$ cat config.mk
export PLATFORM = sky130hd
export DESIGN_NAME = fnd_scan_controller
export DESIGN_NICKNAME = d
export VERILOG_FILES = /design/src/rtl/fnd_scan_controller.sv
export SDC_FILE = /design/constraint.sdc
export NUM_CORES = 1
export LEC_CHECK = 0
export CORE_UTILIZATION = 50
export CTS_CLUSTER_DIAMETER = 150
export DETAILED_ROUTE_END_ITERATION = 16
export PLACE_DENSITY = 0.75
export SYNTH_ARGS = -nofsm -noshare
export SYNTH_HDL_FRONTEND = slang
export SYNTH_SLANG_ARGS = --single-unit
$ cat constraint.sdc
create_clock -name clk -period 3.3 [get_ports clk]
set_clock_uncertainty 0.1 [all_clocks]
set_input_delay 0.825 -clock clk [delete_from_list [all_inputs] [get_ports clk]]
set_output_delay 0.825 -clock clk [all_outputs]
set_load 0.05 [all_outputs]
$ cat src/rtl/fnd_scan_controller.sv
// 4-digit common-anode 7-segment scan driver for the stopwatch/clock.
// Time fields are snapshotted once per frame so a frame never tears.
module fnd_scan_controller #(
  parameter int SCAN_DIV = 100000
) (
  input  logic       clk,
  input  logic       rst,
  input  logic       mode_sel,
  input  logic [6:0] msec,
  input  logic [5:0] sec,
  input  logic [5:0] min,
  input  logic [4:0] hour,
  output logic [3:0] fnd_comm,
  output logic [7:0] fnd_font
);

  localparam int CW = (SCAN_DIV > 2) ? $clog2(SCAN_DIV) : 1;
  localparam logic [CW-1:0] LAST = CW'(SCAN_DIV - 1);

  logic [CW-1:0] scan_cnt_q, scan_cnt_d;
  logic [1:0]    digit_idx_q, digit_idx_d;
  logic          mode_q, mode_d;
  logic [6:0]    msec_q, msec_d;
  logic [5:0]    sec_q, sec_d;
  logic [5:0]    min_q, min_d;
  logic [4:0]    hour_q, hour_d;
  logic [3:0]    comm_q, comm_d;
  logic [7:0]    font_q, font_d;

  logic          wrap;
  logic          frame_end;
  logic [6:0]    lo_v, hi_v, v;
  logic [6:0]    tens, ones;
  logic [3:0]    dig;
  logic          oor;

  function automatic logic [6:0] seg7(input logic [3:0] d);
    logic [6:0] s;
    case (d)
      4'd0:    s = 7'h40;
      4'd1:    s = 7'h79;
      4'd2:    s = 7'h24;
      4'd3:    s = 7'h30;
      4'd4:    s = 7'h19;
      4'd5:    s = 7'h12;
      4'd6:    s = 7'h02;
      4'd7:    s = 7'h78;
      4'd8:    s = 7'h00;
      4'd9:    s = 7'h10;
      default: s = 7'h7F;
    endcase
    return s;
  endfunction

  always_comb begin
    wrap        = (scan_cnt_q == LAST);
    frame_end   = wrap && (digit_idx_q == 2'd3);
    scan_cnt_d  = wrap ? '0 : scan_cnt_q + 1'b1;
    digit_idx_d = wrap ? digit_idx_q + 2'd1 : digit_idx_q;

    mode_d = frame_end ? mode_sel : mode_q;
    msec_d = frame_end ? msec     : msec_q;
    sec_d  = frame_end ? sec      : sec_q;
    min_d  = frame_end ? min      : min_q;
    hour_d = frame_end ? hour     : hour_q;

    lo_v = mode_q ? {1'b0, min_q}  : msec_q;
    hi_v = mode_q ? {2'b0, hour_q} : {1'b0, sec_q};
    v    = digit_idx_q[1] ? hi_v : lo_v;
    oor  = (v >= 7'd100);
    tens = v / 7'd10;
    ones = v % 7'd10;
    dig  = digit_idx_q[0] ? tens[3:0] : ones[3:0];

    // Out-of-range fields show dashes and never carry the dp
    font_d = oor ? 8'hBF : {1'b1, seg7(dig)};
    if (digit_idx_q == 2'd2 && !oor &&
        (!mode_q || msec_q < 7'd50))
      font_d[7] = 1'b0;
    comm_d = ~(4'b0001 << digit_idx_q);
  end

  always_ff @(posedge clk) begin
    if (!rst) begin
      scan_cnt_q  <= '0;
      digit_idx_q <= '0;
      mode_q      <= 1'b0;
      msec_q      <= '0;
      sec_q       <= '0;
      min_q       <= '0;
      hour_q      <= '0;
      comm_q      <= 4'hF;
      font_q      <= 8'hFF;
    end else begin
      scan_cnt_q  <= scan_cnt_d;
      digit_idx_q <= digit_idx_d;
      mode_q      <= mode_d;
      msec_q      <= msec_d;
      sec_q       <= sec_d;
      min_q       <= min_d;
      hour_q      <= hour_d;
      comm_q      <= comm_d;
      font_q      <= font_d;
    end
  end

  assign fnd_comm = comm_q;
  assign fnd_font = font_q;

endmodule

* Yosys cells after proc, flatten, opt, wreduce, memory -nomap -nowiden
Memory sizes are Yosys's and may differ from the RTL's.
Index checks and enable logic that the tools add are counted.
** Word-level totals
- Register bits :: 56
- ROM bits :: 112
- Input bits :: 27
- Output and inout bits :: 12
- Word-level logic and storage cells :: 37
- Memories :: 1
** Operators by class
- $add $sub $neg :: 2
- Divide/modulo/power cells :: 2
- $lt $le $gt $ge :: 2
- Eq/ne operators :: 3
- Shift operators :: 1
- Muxes and demuxes :: 6
- Bitwise logic cells :: 2
- Reductions and logical operators :: 8
** Memories
- (no name shown) :: depth 16, bits a word 7, rd ports 1, clocked after Yosys merged registers in 0, wr ports 0, RTL line 39 : case (d)
** Operators with widths (number)
- 2-to-1 mux 7 bit :: 3
- adder 17 x 1 -> 17 bit (second input constant) :: 1
- equality test 17 bit (second input constant) :: 1
- divider 7 x 4 -> 7 bit (second input constant) :: 1
- greater-or-equal comparator 7 bit (second input constant) :: 1
- less-than comparator 7 x 6 -> 1 bit (second input constant) :: 1
- modulo 7 x 4 -> 7 bit (second input constant) :: 1
- 2-to-1 mux 6 bit :: 1
- equality test 2 bit (second input constant) :: 2
- 2-to-1 mux 4 bit :: 1
- NOT 4 bit :: 1
- OR reduction 2 bit :: 2
- left shift 1 x 2 -> 4 bit (first input constant) :: 1
- logical AND 1 bit :: 3
- adder 2 x 1 -> 2 bit (second input constant) :: 1
- zero test 1 bit :: 2
- logical OR 1 bit :: 1
- 2-to-1 mux 1 bit :: 1
- NOT 1 bit :: 1

* Longest topological paths before layout
- Word-level depth :: 7
- Mapped depth :: 15
- Mapped depth without buffers :: 13

* Worst setup path before layout
No wires, ideal clock.
- Kind :: register -> register
- From :: register mode_q
- To :: register font_q[4], in the netlist fnd_font[4]
- Setup time :: 0.122 ns
- Arrival time :: 3.222 ns
- Data required time :: 3.078 ns
- Slack :: -0.144 ns
- Cell stages (with the launch flop) :: 14
- Path buffers :: 0
- Period minus slack after synthesis :: 3.444 ns
- Cells stage by stage :: dfxtp_1 -> mux4_2 -> nor2b_2 -> o221ai_1 -> nand4_2 -> inv_1 -> ha_1 -> o21ai_0 -> o211ai_1 -> o211ai_1 -> o21a_1 -> a311oi_2 -> nand2_1 -> o32a_1
** On the way
- Longest elaborated chain between the ends :: 5
- Elaborated cells between the ends (all ways) :: 9
- Classes of those cells :: div: 2; order compare: 1; mux: 4; reduce/logical: 1; memory: 1
** RTL lines
- start: declaration :: RTL line 22 : logic mode_q, mode_d;
- start signal: assignment :: RTL line 97 : mode_q <= mode_d;
- 2-to-1 mux 7 bit or 2-to-1 mux 6 bit (tied branches) :: RTL line 67, 68
- 2-to-1 mux 7 bit (*) :: RTL line 69 : v = digit_idx_q[1] ? hi_v : lo_v;
- modulo 7 x 4 -> 7 bit or divider 7 x 4 -> 7 bit (tied branches) :: RTL line 72, 71
- 2-to-1 mux 4 bit :: RTL line 73 : dig = digit_idx_q[0] ? tens[3:0] : ones[3:0];
- memory (16 x 7 bit)
- end signal: assignment :: RTL line 103 : font_q <= font_d;
- end: declaration :: RTL line 28 : logic [7:0] font_q, font_d;
Mark *: on every way between the ends. The rest lies on a longest branch, timed or not.
A chain may end at the register's enable or synchronous reset.

* Worst setup path in the final report
- From :: register mode_q
- To :: register font_q[3], in the netlist fnd_font[3]
The elaborated chain is that of the path after synthesis.

==> flow_metrics.env <==
export IMPL_outcome="complete, but fails checks"
export IMPL_violations="setup timing"
export IMPL_syn_area_per_cell_um2=8.69
export IMPL_drtIter0Drc=165
export IMPL_holdBufCountCts=0
export IMPL_drtPass1Iterations=6
export IMPL_period_minus_slack_ns=3.36
export IMPL_syn_num_nets=386
export IMPL_drt_total_wl_um=7460
export IMPL_antenna_found_initial=0
export IMPL_start_kind="flop"
export IMPL_path_class="flop to flop"
export IMPL_clk_pin_slew_worst_paths_ns=0.10
export IMPL_cts_tree="done"
export IMPL_cts_root_buffer="clkbuf_8"
export IMPL_place_gp_congestion=0.926
export IMPL_fmax_ghz=0.297
export IMPL_r2r_slack_ns=-0.06
export IMPL_synth_ff_type="dfxtp_1"
export IMPL_ir_drop_v=0.000219
export IMPL_groute_usage_overall_pct=22.8
export IMPL_cp_end_kind="flop"
export IMPL_grt_pass1_vias=2474
export IMPL_setup_slack_ns=-0.0633
export IMPL_syn_area_um2=3020
export IMPL_areaGrowthSynthToFinish_pct=29.8
export IMPL_powerDensity_nw_per_um2=317
export IMPL_rows=27
export IMPL_synthTopCellsByArea="dfxtp_1 37%, nand2_1 9.4%, a21boi_0 6.2%"
export IMPL_grt_pass1_wl_um=11400
export IMPL_clock_latency_ns=0.32
export IMPL_hold_violations=0
export IMPL_rsz0062_at_grt="true"
export IMPL_die_x_um=79.8
export IMPL_setup_viol=5
export IMPL_layout_drive_gt1_share_pct=20.0
export IMPL_fillers=435
export IMPL_antenna_cells=0
export IMPL_overflow=0
export IMPL_synth_edf_count=0
export IMPL_dp_hpwl_um=4770
export IMPL_ys_ff_latch=56
export IMPL_cp_data_required_time_ns=3.41
export IMPL_synth_top_area_cell="dfxtp_1"
export IMPL_io_buffers=38
export IMPL_cp_arrival_ns=3.47
export IMPL_hold_path_class="flop to flop"
export IMPL_relSlewSlack_pct=46.4
export IMPL_numCtsBuffers=5
export IMPL_io_pins=39
export IMPL_drc=0
export IMPL_grt_max_degree=30
export IMPL_async_reset_ff_share_pct=0
export IMPL_synth_top_area_share_pct=37.1
export IMPL_cts_buffer_depth=2
export IMPL_viasPerCell=5.74
export IMPL_coreArea_um2=5680
export IMPL_critPathMaxFanout=5
export IMPL_drv_slew=0
export IMPL_leakagePower_nw=1.40
export IMPL_yosysWarnings=0
export IMPL_fin_crit_sh_pct=102
export IMPL_vias=2739
export IMPL_cts_sinks=56
export IMPL_yosysSeqAreaShare_pct=37.1
export IMPL_floorplan_initialDensity_pct=53.3
export IMPL_post_drt_wl_per_cell_um=15.6
export IMPL_worst_slew_pin_slew_ns=0.803
export IMPL_netlist_instances=348
export IMPL_hold_worst_slack_ns=0.372
export IMPL_htreeDepth=2
export IMPL_ys_types=57
export IMPL_nNetsFinal=442
export IMPL_max_cap_violations=0
export IMPL_dieArea_um2=6360
export IMPL_die_y_um=79.8
export IMPL_final_core_util_pct=69.2
export IMPL_ant_nets=0
[state kept, by name, summed over array words and instances (netlist names)]
name / flops
scan_cnt_q: 17
fnd_font: 8
msec_q: 7
fnd_comm: 4
digit_idx_q: 2
min_q: 6
hour_q: 5
sec_q: 6
mode_q: 1
[report_power, final]
group	total [mW]	leakage (nW)	internal, mW	switching (mW)
combinational	0.0819	0.882	0.0449	0.0371
sequential	0.686	0.455	0.682	0.00393
clock	0.474	0.0600	0.231	0.244
[worst paths after layout]
| kind | from | endpoint | depth (start not counted) |
|---|---|---|---|
| max | mode_q$_SDFFE_PN0P_ | fnd_font[3]$_SDFF_PP1_ | 13 |
| min | min_q[1]$_SDFFE_PN0P_ | min_q[1]$_SDFFE_PN0P_ | 2 |
| max reg2reg | mode_q$_SDFFE_PN0P_ | fnd_font[3]$_SDFF_PP1_ | 13 |
| min reg2reg | min_q[1]$_SDFFE_PN0P_ | min_q[1]$_SDFFE_PN0P_ | 2 |
[worst max-delay path, stage by stage, from the launching register on]
cell	delay [ns]
dfxtp_4	0.40
mux4_2	0.56
buf_6	0.15
nand2b_4	0.14
or3_4	0.38
nand4_4	0.10
buf_6	0.12
nand2_1	0.09
a311o_1	0.39
o21ai_2	0.11
inv_2	0.10
ha_4	0.16
mux2_4	0.27
o22a_1	0.20
[per-layer routing]
metal,track usage (%),share of wire (%),vias to the layer above
li1,-,-,1330
met1,30.0,44,1299
met3,3.77,4.3,19
met2,37.9,50,91
met5,0,0,-
met4,7.50,1.7,0
[layout make-up]
class	count	area (um^2)	share of cell area (%)
repair buffers	68	624	15.9
clock inverters	3	46.3	1.18
clock buffers	5	68.8	1.75
flip-flops and latches	56	1120	28.7
inverters	10	40.0	1.02
well taps	72	90.1	2.30
multi-input cells	263	1930	49.2
[cell usage after synthesis (all sizes together), types with 5 or more instances]
cell type and count:
a21boi 25, a21oi 5, and2 6, buf 7, clkbuf 12, dfxtp 56, ha 11, inv 9
mux2i 10, nand2 77, nand3 5, nand4 6, nor2 30, nor3 6, o21ai 6, xnor2 6
xor2 13
[cells in the final DEF, fill, tap and decap left out, types with 6 or more instances in the layout]
master	n
nand2_1	74
dfxtp_1	55
clkdlybuf4s50_1	38
nor2_1	30
a21boi_0	25
buf_4	25
xor2_1	13
mux2i_1	9
ha_1	7
inv_1	6
and2_1	6
[cells by family (layout without fill, tap and decap cells)]
family                   count (synthesis)  after routing  synth area share, %
AND/OR/NAND/NOR                        152            152                 23.4
XOR/XNOR                                19             19                 5.50
AO/OA/AOI/OAI                           64             64                 16.8
adder cells (fa/ha/maj)                 11             11                 4.55
multiplexers                            17             17                 7.53
buffers and inverters                   29             86                 5.09
flip-flops                              56             56                 37.1
[stage by stage]
stage	power (mW)	instances	setup WS (ns)	setup TNS, ns	area, um^2
after floorplan	0.739	348	0.0172	0	3030
after global placement	0.783	461	0.0326	0	3550
after detailed placement	0.784	461	-0.0799	-0.151	3550
after CTS	1.25	474	0.0129	0	3740
after global routing	1.28	477	-0.130	-0.655	3930
final	1.24	477	-0.0633	-0.136	3930
[repair_timing]
item / CTS / global route
gates cloned: 0 / 0
buffers inserted: 5 / 3
resized for setup: 10 / 29
endpoints found under the setup margin: 6 / 7
pin swaps: 7 / 10
Note: power is estimated with default switching activity, not from simulation.
